===== src/rtl/seg7_display_scanner.sv =====
// seg7_display_scanner: frame-coherent snapshot, BCD split, 6-digit scan, blink.
// Define LEADING_ZERO_BLANK_EN to blank a zero tens digit (digit 5, timer minutes).
module seg7_display_scanner #(
   parameter int SCAN_DIV  = 4,
   parameter int BLINK_DIV = 8
) (
   input  logic        clk,
   input  logic        reset,
   input  logic [1:0]  view_sel,
   input  logic [7:0]  display_hour,
   input  logic [7:0]  display_min,
   input  logic [7:0]  display_sec,
   input  logic        is_pm,
   input  logic        AM_PM,
   input  logic [7:0]  current_day,
   input  logic [7:0]  current_month,
   input  logic [15:0] current_year,
   input  logic [7:0]  timer_min,
   input  logic [7:0]  timer_sec,
   input  logic        timer_running,
   input  logic        timer_done,
   input  logic        alarm_sound,
   output logic [6:0]  seg,
   output logic [5:0]  an,
   output logic        dp,
   output logic        pm_led
);

   localparam int SW = (SCAN_DIV > 1) ? $clog2(SCAN_DIV) : 1;
   localparam int FW = $clog2(BLINK_DIV + 1);
   localparam logic [1:0] V_CLK  = 2'd0;
   localparam logic [1:0] V_DATE = 2'd1;
   localparam logic [1:0] V_TMR  = 2'd2;

   logic [SW-1:0] r_scan_cnt;
   logic [2:0]    r_digit_idx;
   logic [FW-1:0] r_frame_cnt;
   logic          r_blink_phase;
   logic          r_first;
   logic [1:0]    r_sv;
   logic [7:0]    r_shi;
   logic [7:0]    r_smid;
   logic [7:0]    r_slo;
   logic          r_spm;
   logic [6:0]    r_seg;
   logic [5:0]    r_an;
   logic          r_dp;
   logic          r_pm_led;

   logic       w_scan_wrap;
   logic       w_frame_end;
   logic       w_load;
   logic       w_blink_src;
   logic       w_blink_on;
   logic [7:0] w_yy;
   logic [1:0] w_lv;
   logic [7:0] w_lhi;
   logic [7:0] w_lmid;
   logic [7:0] w_llo;
   logic       w_lpm;
   logic [1:0] w_v;
   logic [7:0] w_hi;
   logic [7:0] w_mid;
   logic [7:0] w_lo;
   logic       w_pm;
   logic [7:0] w_fld;
   logic [3:0] w_tens;
   logic [3:0] w_ones;
   logic [3:0] w_bcd;
   logic       w_dash;
   logic       w_lz;
   logic       w_blank_dig;
   logic [6:0] w_num;
   logic [6:0] w_seg;
   logic [5:0] w_an;
   logic       w_dp;

   assign w_scan_wrap = (r_scan_cnt == SW'(SCAN_DIV - 1));
   assign w_frame_end = w_scan_wrap && (r_digit_idx == 3'd5);
   assign w_load      = r_first | w_frame_end;
   assign w_blink_src = alarm_sound | timer_done;
   assign w_blink_on  = r_blink_phase & w_blink_src;
   assign w_yy        = 8'(current_year % 16'd100);

   always_comb begin
      if (timer_running || view_sel == V_TMR)
         w_lv = V_TMR;
      else if (view_sel == V_DATE)
         w_lv = V_DATE;
      else
         w_lv = V_CLK;
   end

   always_comb begin
      w_lhi  = display_hour;
      w_lmid = display_min;
      w_llo  = display_sec;
      w_lpm  = AM_PM & is_pm;
      unique case (w_lv)
         V_DATE: begin
            w_lhi  = current_day;
            w_lmid = current_month;
            w_llo  = w_yy;
            w_lpm  = 1'b0;
         end
         V_TMR: begin
            w_lhi  = 8'd0;
            w_lmid = timer_min;
            w_llo  = timer_sec;
            w_lpm  = 1'b0;
         end
         default: ;
      endcase
   end

   // First frame after reset shows the values being captured on that edge
   assign w_v   = r_first ? w_lv   : r_sv;
   assign w_hi  = r_first ? w_lhi  : r_shi;
   assign w_mid = r_first ? w_lmid : r_smid;
   assign w_lo  = r_first ? w_llo  : r_slo;
   assign w_pm  = r_first ? w_lpm  : r_spm;

   always_comb begin
      unique case (r_digit_idx)
         3'd5, 3'd4: w_fld = w_hi;
         3'd3, 3'd2: w_fld = w_mid;
         default:    w_fld = w_lo;
      endcase
   end

   assign w_tens = 4'(w_fld / 8'd10);
   assign w_ones = 4'(w_fld % 8'd10);
   assign w_bcd  = r_digit_idx[0] ? w_tens : w_ones;
   assign w_dash = (w_fld > 8'd99);

`ifdef LEADING_ZERO_BLANK_EN
   assign w_lz = !w_dash && (w_tens == 4'd0) &&
                 ((r_digit_idx == 3'd5) ||
                  (w_v == V_TMR && r_digit_idx == 3'd3));
`else
   assign w_lz = 1'b0;
`endif

   assign w_blank_dig = ((w_v == V_TMR) && (r_digit_idx >= 3'd4)) | w_lz;

   always_comb begin
      unique case (w_bcd)
         4'd0:    w_num = 7'b1000000;
         4'd1:    w_num = 7'b1111001;
         4'd2:    w_num = 7'b0100100;
         4'd3:    w_num = 7'b0110000;
         4'd4:    w_num = 7'b0011001;
         4'd5:    w_num = 7'b0010010;
         4'd6:    w_num = 7'b0000010;
         4'd7:    w_num = 7'b1111000;
         4'd8:    w_num = 7'b0000000;
         4'd9:    w_num = 7'b0010000;
         default: w_num = 7'h7F;
      endcase
   end

   always_comb begin
      if (w_blank_dig)
         w_seg = 7'h7F;
      else if (w_dash)
         w_seg = 7'b0111111;
      else
         w_seg = w_num;
   end

   assign w_an = (w_blank_dig || w_blink_on) ? 6'h3F : ~(6'd1 << r_digit_idx);
   assign w_dp = !((r_digit_idx == 3'd2) ||
                   (r_digit_idx == 3'd4 && w_v != V_TMR));

   always_ff @(posedge clk or posedge reset) begin
      if (reset) begin
         r_scan_cnt  <= '0;
         r_digit_idx <= 3'd0;
         r_first     <= 1'b1;
      end else begin
         r_first    <= 1'b0;
         r_scan_cnt <= w_scan_wrap ? '0 : r_scan_cnt + 1'b1;
         if (w_scan_wrap)
            r_digit_idx <= (r_digit_idx == 3'd5) ? 3'd0 : r_digit_idx + 3'd1;
      end
   end

   always_ff @(posedge clk or posedge reset) begin
      if (reset) begin
         r_sv   <= V_CLK;
         r_shi  <= 8'd0;
         r_smid <= 8'd0;
         r_slo  <= 8'd0;
         r_spm  <= 1'b0;
      end else if (w_load) begin
         r_sv   <= w_lv;
         r_shi  <= w_lhi;
         r_smid <= w_lmid;
         r_slo  <= w_llo;
         r_spm  <= w_lpm;
      end
   end

   always_ff @(posedge clk or posedge reset) begin
      if (reset) begin
         r_frame_cnt   <= '0;
         r_blink_phase <= 1'b0;
      end else if (!w_blink_src) begin
         r_frame_cnt   <= '0;
         r_blink_phase <= 1'b0;
      end else if (w_frame_end) begin
         if (r_frame_cnt == FW'(BLINK_DIV - 1)) begin
            r_frame_cnt   <= '0;
            r_blink_phase <= ~r_blink_phase;
         end else begin
            r_frame_cnt <= r_frame_cnt + 1'b1;
         end
      end
   end

   always_ff @(posedge clk or posedge reset) begin
      if (reset) begin
         r_seg    <= 7'h7F;
         r_an     <= 6'h3F;
         r_dp     <= 1'b1;
         r_pm_led <= 1'b0;
      end else begin
         r_seg    <= w_seg;
         r_an     <= w_an;
         r_dp     <= w_dp;
         r_pm_led <= w_pm;
      end
   end

   assign seg    = r_seg;
   assign an     = r_an;
   assign dp     = r_dp;
   assign pm_led = r_pm_led;

endmodule


===== config.mk =====
export PLATFORM = sky130hd
export DESIGN_NAME = seg7_display_scanner
export DESIGN_NICKNAME = d
export VERILOG_FILES = /design/src/rtl/seg7_display_scanner.sv
export SDC_FILE = /design/constraint.sdc
export NUM_CORES = 1
export LEC_CHECK = 0
export BUFFER_PORTS_ARGS = -buffer_cell sky130_fd_sc_hd__buf_2
export CELL_PAD_IN_SITES_DETAIL_PLACEMENT = 1
export CELL_PAD_IN_SITES_GLOBAL_PLACEMENT = 2
export CORE_MARGIN = 5
export CORE_UTILIZATION = 36
export DETAILED_ROUTE_END_ITERATION = 8
export GPL_ROUTABILITY_DRIVEN = 1
export PLACE_DENSITY = 0.9
export SYNTH_ARGS = -nofsm -noshare
export SYNTH_HDL_FRONTEND = slang
export SYNTH_SLANG_ARGS = --single-unit

===== constraint.sdc =====
create_clock -name clk -period 15.9 [get_ports clk]
set_input_delay 1.59 -clock clk [delete_from_list [all_inputs] [get_ports clk]]
set_output_delay 1.59 -clock clk [all_outputs]
set_load 0.01 [all_outputs]

==> Word-level counts from Yosys, hierarchy flattened <==
Memories as Yosys holds them, arrays and structs flattened.
Cells that the tools add are included.
{ "totals": {"reg_bits": 53, "romBits": 112, "input_bits": 81, "output_inout_bits": 15, "word_cells": 79, "mem_count": 1} }
{ "op_classes": {"n_addsub": 3, "n_div": 3, "order_cmp": 2, "eq_ne": 14, "shift": 1, "mux": 24, "bitwise_logic": 6, "reduce_logical": 11} }
{ "mem_list": {"columns": ["name", "words", "width", "rd", "rd_clocked_by_memory_dff", "wr", "line_no", "text"], "rows": [
  ["(name not given)", 16, 7, 1, 0, 0, "147", "unique case (w_bcd)"]
]} }
{ "ops": {"columns": ["op", "count"], "rows": [
  ["one-hot mux 8 bit (2 select lines)", 4],
  ["2-to-1 mux 8 bit", 3],
  ["modulo 16 x 7 -> 16 bit, second input constant", 1],
  ["2-to-1 mux 4 bit", 4],
  ["2-to-1 mux 7 bit", 2],
  ["divider 8 x 4 -> 8 bit, second input constant", 1],
  ["equality test 2 bit, second input constant", 4],
  ["> comparator 8 x 7 -> 1 bit, second input constant", 1],
  ["modulo 8 x 4 -> 8 bit, second input constant", 1],
  ["equality test 3 x 2 -> 1 bit, second input constant", 2],
  ["equality test 3 bit, second input constant", 2],
  ["2-to-1 mux 1 bit", 6],
  ["2-to-1 mux 2 bit", 3],
  ["2-to-1 mux 6 bit", 1],
  ["NOT 6 bit", 1],
  ["OR reduction 2 bit", 3],
  ["<< shifter 1 x 3 -> 6 bit, first input constant", 1],
  ["adder 4 x 1 -> 4 bit, second input constant", 1],
  ["equality test 2 x 1 -> 1 bit, second input constant", 2],
  ["equality test 4 x 3 -> 1 bit, second input constant", 1],
  ["inequality test 2 bit, second input constant", 2],
  ["adder 3 x 1 -> 3 bit, second input constant", 1],
  [">= comparator 3 bit, second input constant", 1],
  ["logical AND 1 bit", 3],
  ["other kinds (9)", 13]
]} }

==> Logic depth before layout (Yosys ltp) <==
Gate-level depths: netlist of the first run.
An unclocked memory read counts as a cell.
{ "depth": {"depth_word": 12, "depth_mapped": 43, "mapped_depth_nobuf": 37} }

==> Worst setup path after synthesis of the first run <==
No wires, ideal clock.
{ "synth_timing": {"path_type": "input-to-reg", "from": "input current_year[11]", "to": "register r_seg[5], in the netlist seg[5]", "setup_ns": 0.081, "arrival_time_ns": 10.570, "required_ns": 15.819, "setup_slack_ns": 5.248, "stages": 39, "path_cell_list": "buf_2 or3_1 o221a_1 o22ai_4 o21ba_2 mux2i_2 a211oi_1 or4_4 a211oi_2 o21ai_1 or3_4 and4_4 or3_1 a211o_1 buf_6 a32oi_4 or4b_4 o2111a_1 (+3 left out) clkbuf_1 nor2_1 nand2_1 and4b_1 a211oi_1 ha_1 a21oi_1 nand2_2 maj3_2 o211a_1 o32a_1 o41a_1 o31ai_1 inv_1 ha_1 inv_1 o21ai_0 o211ai_1"} }
{ "synth_via": {"elab_chain_len": 9} }
{ "synth_lines": {"columns": ["element", "line_no", "text"], "rows": [
  ["start, declared", "17", "input logic [15:0] current_year,"],
  ["modulo 16 x 7 -> 16 bit (*)", "83", "assign w_yy = 8'(current_year % 16'd100);"],
  ["one-hot mux 8 bit (2 select lines) (*)", "99", "unique case (w_lv)"],
  ["2-to-1 mux 8 bit (*)", "120", "assign w_lo = r_first ? w_llo : r_slo;"],
  ["one-hot mux 8 bit (2 select lines) (*)", "124", "unique case (r_digit_idx)"],
  ["modulo 8 x 4 -> 8 bit or divider 8 x 4 -> 8 bit (tied branches)", "132, 131", null],
  ["2-to-1 mux 4 bit", "133", "assign w_bcd = r_digit_idx[0] ? w_tens : w_ones;"],
  ["memory read (16 x 7 bit)", null, null],
  ["2-to-1 mux 7 bit (*)", "165", "else if (w_dash)"],
  ["2-to-1 mux 7 bit (*)", "163", "if (w_blank_dig)"],
  ["via w_seg[5]", "74", "logic [6:0] w_seg;"],
  ["end signal, assigned", "228", "r_seg <= w_seg;"],
  ["end, declared", "45", "logic [6:0] r_seg;"]
]} }
The timed path passes the listed nets; every way through them passes the cells marked *.
A chain may end at the register's enable or synchronous reset.

==> Worst setup path after layout of the first run <==
{ "layout_timing": {"from": "input current_year[12]", "to": "register r_seg[0], in the netlist seg[0]"} }
Same word-level chain as after synthesis.

==> qor.tcl, run 1 <==
set qor(cell_internal_pwr_mw) 0.463
set qor(drt_via_density) 6.16
set qor(ctsResizeCount) 0
set qor(cts-htree-levels) 2
set qor(die_area_um2) 20200
set qor(finalSetupViolCount) 0
set qor(maxSlewViolCount) 0
set qor(clock_latency_ns) 0.29
set qor(via_count_of_the_first_global_routing_pass) 6845
set qor(antenna_found_initial) 0
set qor(clock_sinks) 53
set qor(share_of_cells_above_drive_strength_1_pct) 19.5
set qor(cp.arrival_ns) 12.66
set qor(area_growth_pct) 11.6
set qor(critical-path-max-stage-delay_ns) 0.75
set qor(cts.hold.buffers_added) 0
set qor(final_net_count) 1007
set qor(global_route_wire_length_before_repair_um) 35300
set qor(slew_headroom_pct) 38.6
set qor(grt_start_max_net_pins) 54
set qor(endpoint_kind) {flip-flop}
set qor(startpoint_type) {input pin}
set qor(synth_top_cells_by_count) {sky130_fd_sc_hd__nand2_1 (120), sky130_fd_sc_hd__nor2_1 (91), sky130_fd_sc_hd__a21oi_1 (63)}
set qor(p_leak_nw) 2.84
set qor(routabilityCongestion) 0.921
set qor(synth_top_cells_by_area) {sky130_fd_sc_hd__dfrtp_1 (15%), sky130_fd_sc_hd__nand2_1 (7.2%), sky130_fd_sc_hd__dfstp_2 (6.3%), sky130_fd_sc_hd__nor2_1 (5.4%), sky130_fd_sc_hd__a21oi_1 (5.0%)}
set qor(synth_ff_type) {sky130_fd_sc_hd__dfrtp_1}
set qor(yosysSeqAreaShare_pct) 21.4
set qor(finalWorstSetupSlack_ns) 3.43
set qor(timing.hold.worst.class) {reg -> reg}
set qor(final.fill_count) 2232
set qor(boundaryPins) 96
set qor(achievable-frequency_mhz) 80.2
set qor(die_w_um) 142
set qor(timing.setup.critical_path_class) {in -> reg}
set qor(placement.io_buffers) 95
set qor(layout.core_utilization_pct) 40.7
set qor(numPlacedInstances) 1133
set qor(slowest_stage) {sky130_fd_sc_hd__xor2_1}
set qor(avgRoutedWirePerCell_um) 19.1
set qor(die-height_um) 142
set qor(finalSetupTns_ns) 0
set qor(power_frac_comb_pct) 71.9
set qor(switching_power_mw) 0.507
set qor(post_synth_num_cell_types) 99
set qor(cell_area_power_density_nw_per_um2) 138
set qor(number_of_storage_elements_in_the_synthesis_netlist) 53
set qor(postSynthAreaPerCell_um2) 7.32
set qor(timing.final.crit_share_pct) 78.5
set qor(max_cap_violations) 0
set qor(synth_top_cell_by_area) {sky130_fd_sc_hd__dfrtp_1}
set qor(wl_um) 21800
set qor(ant_nets) 0
set qor(yosys.cell_count.top_type) {sky130_fd_sc_hd__nand2_1}
set qor(cts_buffers) 5
set qor(power.ir.vdd_worst_mv) 0.0831
set qor(power.switching_fraction_pct) 52.3
set qor(groute.usage.overall_pct) 20.8
set qor(detailroute.via_count) 7025
set qor(worst_slew_pin_slew_ns) 0.918
set qor(status) {finished, final reports clean}
set qor(yosys.area.top_type_share_pct) 15.1
set qor(drt_iter0_drc) 434
set qor(p_seq_share_pct) 16.6
set qor(ys_warn_count) 0
set qor(required_ns) 16.09
set qor(tritoncts) {built}
set qor(post_synth_instance_area_um2) 6280
set qor(std_cell_rows) 48
set qor(synth-async-reset-ratio_pct) 100
set qor(timing.critical_path.fanout_max) 17
set qor(insertedDiodeCount) 0
set qor(post-route-drc-count) 0
set qor(drt_pass1_iterations) 5
set qor(unrepaired_setup_endpoints_after_global_routing) {no}
set qor(min_tclk_post_route_ns) 12.47
set qor(initial_core_utilization_pct) 36.5
set qor(synthesis.instances) 858
set qor(layoutNonFillerInstCount) 1141
set qor(post-cts-setup-buffer-count) 0
set qor(placement.setup.worst_slack_ns) 3.32
set qor(syn-num-nets) 950
set qor(cts-root-buf) {sky130_fd_sc_hd__clkbuf_16}
set qor(grt_overflow) 0
set qor(worst_case_clock_buffer_depth) 2
set qor(report.final.hold_viol_count) 0
set qor(final_worst_clock_skew_ns) 0.00478
set qor(synth_edf_count) 0
set qor(place.detailed.hpwl_um) 16900
set qor(clockPowerShare_pct) 11.4
set qor(cts.clk_slew.worst_paths_ns) 0.07
set qor(placeableCoreArea_um2) 17200
[per-layer routing]
metal,vias to the layer above,track usage (%),routed length [µm]
li1,3379,-,-
met1,3451,30.2,10600
met2,176,34.1,9870
met3,19,1.68,1060
met4,0,3.64,267
met5,-,0,0
[cells in the final DEF (no fill, tap or decap), drive strengths merged, types with 7 or more instances in the layout]
cell	Yosys	layout
a31oi	21	21
nand2	123	123
inv	27	28
dfrtp	38	38
and2	13	13
mux2i	11	11
a32oi	7	7
or3	10	10
a221oi	8	8
nand3	31	31
o22ai	12	12
nor3	20	20
ha	11	11
dfstp	15	15
nor2b	7	7
a21oi	63	63
nor2	91	91
o31ai	11	11
or2	8	8
a211oi	24	24
buf	18	102
o21a	8	8
mux2	13	13
o21ai	63	63
and3	9	9
a21o	7	7
a22oi	8	8
a2111oi	8	8
o211ai	22	22
nand2b	8	8
[flip-flops by register name (all words and copies together) (netlist names), 2 cells and up]
| register | cells |
|---|---|
| r_shi | 8 |
| r_slo | 8 |
| r_smid | 8 |
| seg | 7 |
| an | 6 |
| r_frame_cnt | 4 |
| r_digit_idx | 3 |
| r_scan_cnt | 2 |
| r_sv | 2 |
[metrics by stage]
step / power [mW] / instance area, µm² / hold WS [ns]
after floorplan: 0.703 / 6280 / 0.403
after global placement: 0.841 / 6860 / 0.415
after detailed placement: 0.846 / 6860 / 0.428
after CTS: 0.962 / 7020 / 0.439
after global routing: 1.04 / 7020 / 0.463
final: 0.970 / 7020 / 0.433
[logic make-up (layout without fill, tap and decap cells)]
kind of cell / Yosys count / after routing / share of synthesized area [%]
buf+inv: 79 / 137 / 5.34
compound gates: 338 / 338 / 39.9
simple gates: 344 / 344 / 25.8
other cells: 1 / 1 / 0.0597
fa+ha+maj: 12 / 12 / 2.37
mux: 24 / 24 / 4.20
flops: 53 / 53 / 21.4
xor+xnor: 7 / 7 / 0.976
[worst max-delay path: cells and delay by family]
family          cells  cell delay [ns]
buf+inv             2             0.41
simple gates        9             3.22
mux                 1             0.16
xor+xnor            1             0.75
fa+ha+maj           3             0.80
compound gates     20             5.71
[power by group through the flow]
stage,combinational (mW),clock (mW),sequential (mW)
4_1_cts,0.688,0.113,0.161
3_3_place_gp,0.678,0,0.163
6_report,0.697,0.111,0.161
3_5_place_dp,0.682,0,0.164
5_1_grt,0.762,0.120,0.163
2_1_floorplan,0.538,0,0.165
[path summary, 6_finish.rpt]
| check | from | end | slack [ns] | cells after the start |
|---|---|---|---|---|
| max | current_year[12] | seg[0] | 3.43 | 36 |
| min | r_scan_cnt[0] | r_scan_cnt[0] | 0.43 | 1 |
| max reg2reg | r_digit_idx[0] | seg[0] | 9.52 | 21 |
| min reg2reg | r_scan_cnt[0] | r_scan_cnt[0] | 0.43 | 1 |
| max in group asynchronous | reset | r_scan_cnt[0] | 13.98 | 3 |
| min in group asynchronous | reset | r_shi[1] | 1.48 | 3 |
[cell type report]
cell class | count | area (µm²) | share of cell area [%]
timing repair buffer | 102 | 528 | 7.53
tap | 225 | 282 | 4.01
inverter | 27 | 101 | 1.44
sequential | 53 | 1350 | 19.2
clock buffer | 5 | 125 | 1.78
clock inverter | 3 | 26.3 | 0.375
multi-input combinational | 726 | 4610 | 65.7
(Power assumes the default switching activity.)
==> run 2, diff against run 1 <==
Settings changed: CORE_UTILIZATION 36 to 33, PLACE_DENSITY 0.9 to 0.83.
Clock period 15.9 ns to 11.9 ns, I/O delays scaled along.
==> run 2 against run 1 <==
Clock power increased by 53%; routed wire length increased by 1.3%; utilization decreased by 2.6 points; sequential share of layout area decreased by 0.31 points; die area increased by 8.4%; sequential power increased by 34%; clock-buffer cell count increased by 1; critical path type unchanged; critical endpoint is now seg[5].
==> qor.tcl, run 2 (synthesized netlist as in run 1, its figures left out) <==
set qor(worst_slew_pin_slew_ns) 0.830
set qor(layout_commonest_cell) {sky130_fd_sc_hd__nand2_1}
set qor(place.detailed.hpwl_um) 17000
set qor(cts-root-buf) {sky130_fd_sc_hd__clkbuf_16}
set qor(min_tclk_post_route_ns) 11.32
set qor(postLayoutCellArea_um2) 7130
set qor(drt_via_density) 6.03
set qor(cp.arrival_ns) 11.53
set qor(die_w_um) 148
set qor(timing.final.crit_share_pct) 95.1
set qor(slew_headroom_pct) 44.1
set qor(cell_area_power_density_nw_per_um2) 188
set qor(placement.setup.worst_slack_ns) 0.0235
set qor(std_cell_rows) 50
set qor(via_count_of_the_first_global_routing_pass) 6660
set qor(status) {finished, final reports clean}
set qor(ant_nets) 0
set qor(routabilityCongestion) 0.892
set qor(dpl-instance-area_um2) 6940
set qor(initial_core_utilization_pct) 33.6
set qor(drt_pass1_iterations) 4
set qor(clock_latency_ns) 0.29
set qor(unrepaired_setup_endpoints_after_global_routing) {no}
set qor(final.fill_count) 2385
set qor(cts-htree-levels) 2
set qor(clock_sinks) 53
set qor(avgRoutedWirePerCell_um) 19.0
set qor(antenna_found_initial) 0
set qor(numPlacedInstances) 1151
set qor(endpoint_kind) {flip-flop}
set qor(max_cap_violations) 0
set qor(startpoint_type) {input pin}
set qor(die-height_um) 148
set qor(drt_iter0_drc) 423
set qor(layoutNonFillerInstCount) 1159
set qor(grt_overflow) 0
set qor(cts_buffers) 5
set qor(die_area_um2) 21900
set qor(p_leak_nw) 2.90
set qor(finalSetupViolCount) 0
set qor(area_growth_pct) 13.4
set qor(share_of_cells_above_drive_strength_1_pct) 20.5
set qor(achievable-frequency_mhz) 88.3
set qor(ctsResizeCount) 0
set qor(timing.hold.worst.class) {reg -> reg}
set qor(cts.hold.buffers_added) 0
set qor(biggestRegsByFlops) {r_shi x8, r_slo x8, r_smid x8}
set qor(maxSlewViolCount) 0
set qor(critical-path-max-stage-delay_ns) 0.62
set qor(tritoncts) {built}
set qor(insertedDiodeCount) 0
set qor(worst_case_clock_buffer_depth) 2
set qor(final_net_count) 1016
set qor(required_ns) 12.11
set qor(timing.setup.critical_path_class) {in -> reg}
set qor(placement.io_buffers) 95
set qor(post-cts-setup-buffer-count) 0
set qor(boundaryPins) 96
set qor(finalSetupTns_ns) 0
set qor(finalWorstSetupSlack_ns) 0.580
set qor(slowest_stage) {sky130_fd_sc_hd__or4b_4}
set qor(cts.clk_slew.worst_paths_ns) 0.07
set qor(placeableCoreArea_um2) 18700
set qor(detailroute.via_count) 6991
set qor(post-route-drc-count) 0
set qor(layout.cells.most_common_list) {sky130_fd_sc_hd__nand2_1 (120), sky130_fd_sc_hd__buf_2 (95), sky130_fd_sc_hd__nor2_1 (91)}
set qor(groute.usage.overall_pct) 19.3
set qor(power.ir.vdd_worst_mv) 0.139
set qor(report.final.hold_viol_count) 0
set qor(wl_um) 22100
set qor(timing.critical_path.fanout_max) 17
set qor(grt_start_max_net_pins) 54
set qor(final_worst_clock_skew_ns) 0.00559
set qor(layout.core_utilization_pct) 38.1
set qor(global_route_wire_length_before_repair_um) 35300
run 2: changes by cell type in the layout (fill, tap and decap cells not counted):
| cell | delta |
|---|---|
| sky130_fd_sc_hd__a21oi_1 | -2 |
| sky130_fd_sc_hd__clkinvlp_4 | -1 |
| sky130_fd_sc_hd__inv_8 | -1 |
| sky130_fd_sc_hd__a2111oi_1 | +2 |
| sky130_fd_sc_hd__bufinv_16 | +1 |
| sky130_fd_sc_hd__a2111oi_0 | -2 |
| sky130_fd_sc_hd__a21oi_2 | +2 |
| sky130_fd_sc_hd__clkbuf_8 | +1 |
| sky130_fd_sc_hd__buf_4 | +9 |
run 2: routing by layer:
layer / part of all wire [%] / global-route usage [%] / up-vias
met5: 0 / 0 / -
met4: 2.0 / 4.67 / 0
met3: 4.8 / 1.93 / 25
met2: 44 / 29.3 / 176
met1: 49 / 29.2 / 3384
li1: - / - / 3406
run 2: per-stage QoR:
stage / total power [mW] / hold slack (ns)
global route: 1.44 / 0.474
finish: 1.34 / 0.432
floorplan: 0.939 / 0.403
detailed placement: 1.15 / 0.428
global placement: 1.15 / 0.419
CTS: 1.33 / 0.437
run 2: worst max-delay path: cells and delay by family:
| family | cells | cell delay, ns |
|---|---|---|
| compound gates | 20 | 5.57 |
| fa+ha+maj | 3 | 0.79 |
| buf+inv | 3 | 0.46 |
| mux | 1 | 0.56 |
| simple gates | 8 | 2.93 |
run 2: path summary, 6_finish.rpt:
kind | from | endpoint | slack, ns | cells after the start
max | current_year[12] | seg[5] | 0.58 | 35
min | r_scan_cnt[0] | r_scan_cnt[0] | 0.43 | 1
max reg2reg | r_digit_idx[0] | seg[5] | 5.60 | 25
min reg2reg | r_scan_cnt[0] | r_scan_cnt[0] | 0.43 | 1
max in group asynchronous | reset | r_digit_idx[0] | 10.36 | 3
min in group asynchronous | reset | r_shi[4] | 1.08 | 3
run 2: power by group:
group          leakage [nW]  internal (mW)  switching [mW]
logic                  2.18          0.351           0.605
clock network        0.0831          0.105          0.0654
registers             0.629          0.206          0.0100
run 2: cell type report:
cell class / instances / area (µm²) / area share (%)
clock buffer: 6 / 139 / 1.95
clock inverter: 2 / 37.5 / 0.527
inverter: 27 / 101 / 1.42
multi-input combinational: 726 / 4620 / 64.8
sequential: 53 / 1350 / 18.9
tap: 234 / 293 / 4.11
timing repair buffer: 111 / 596 / 8.35
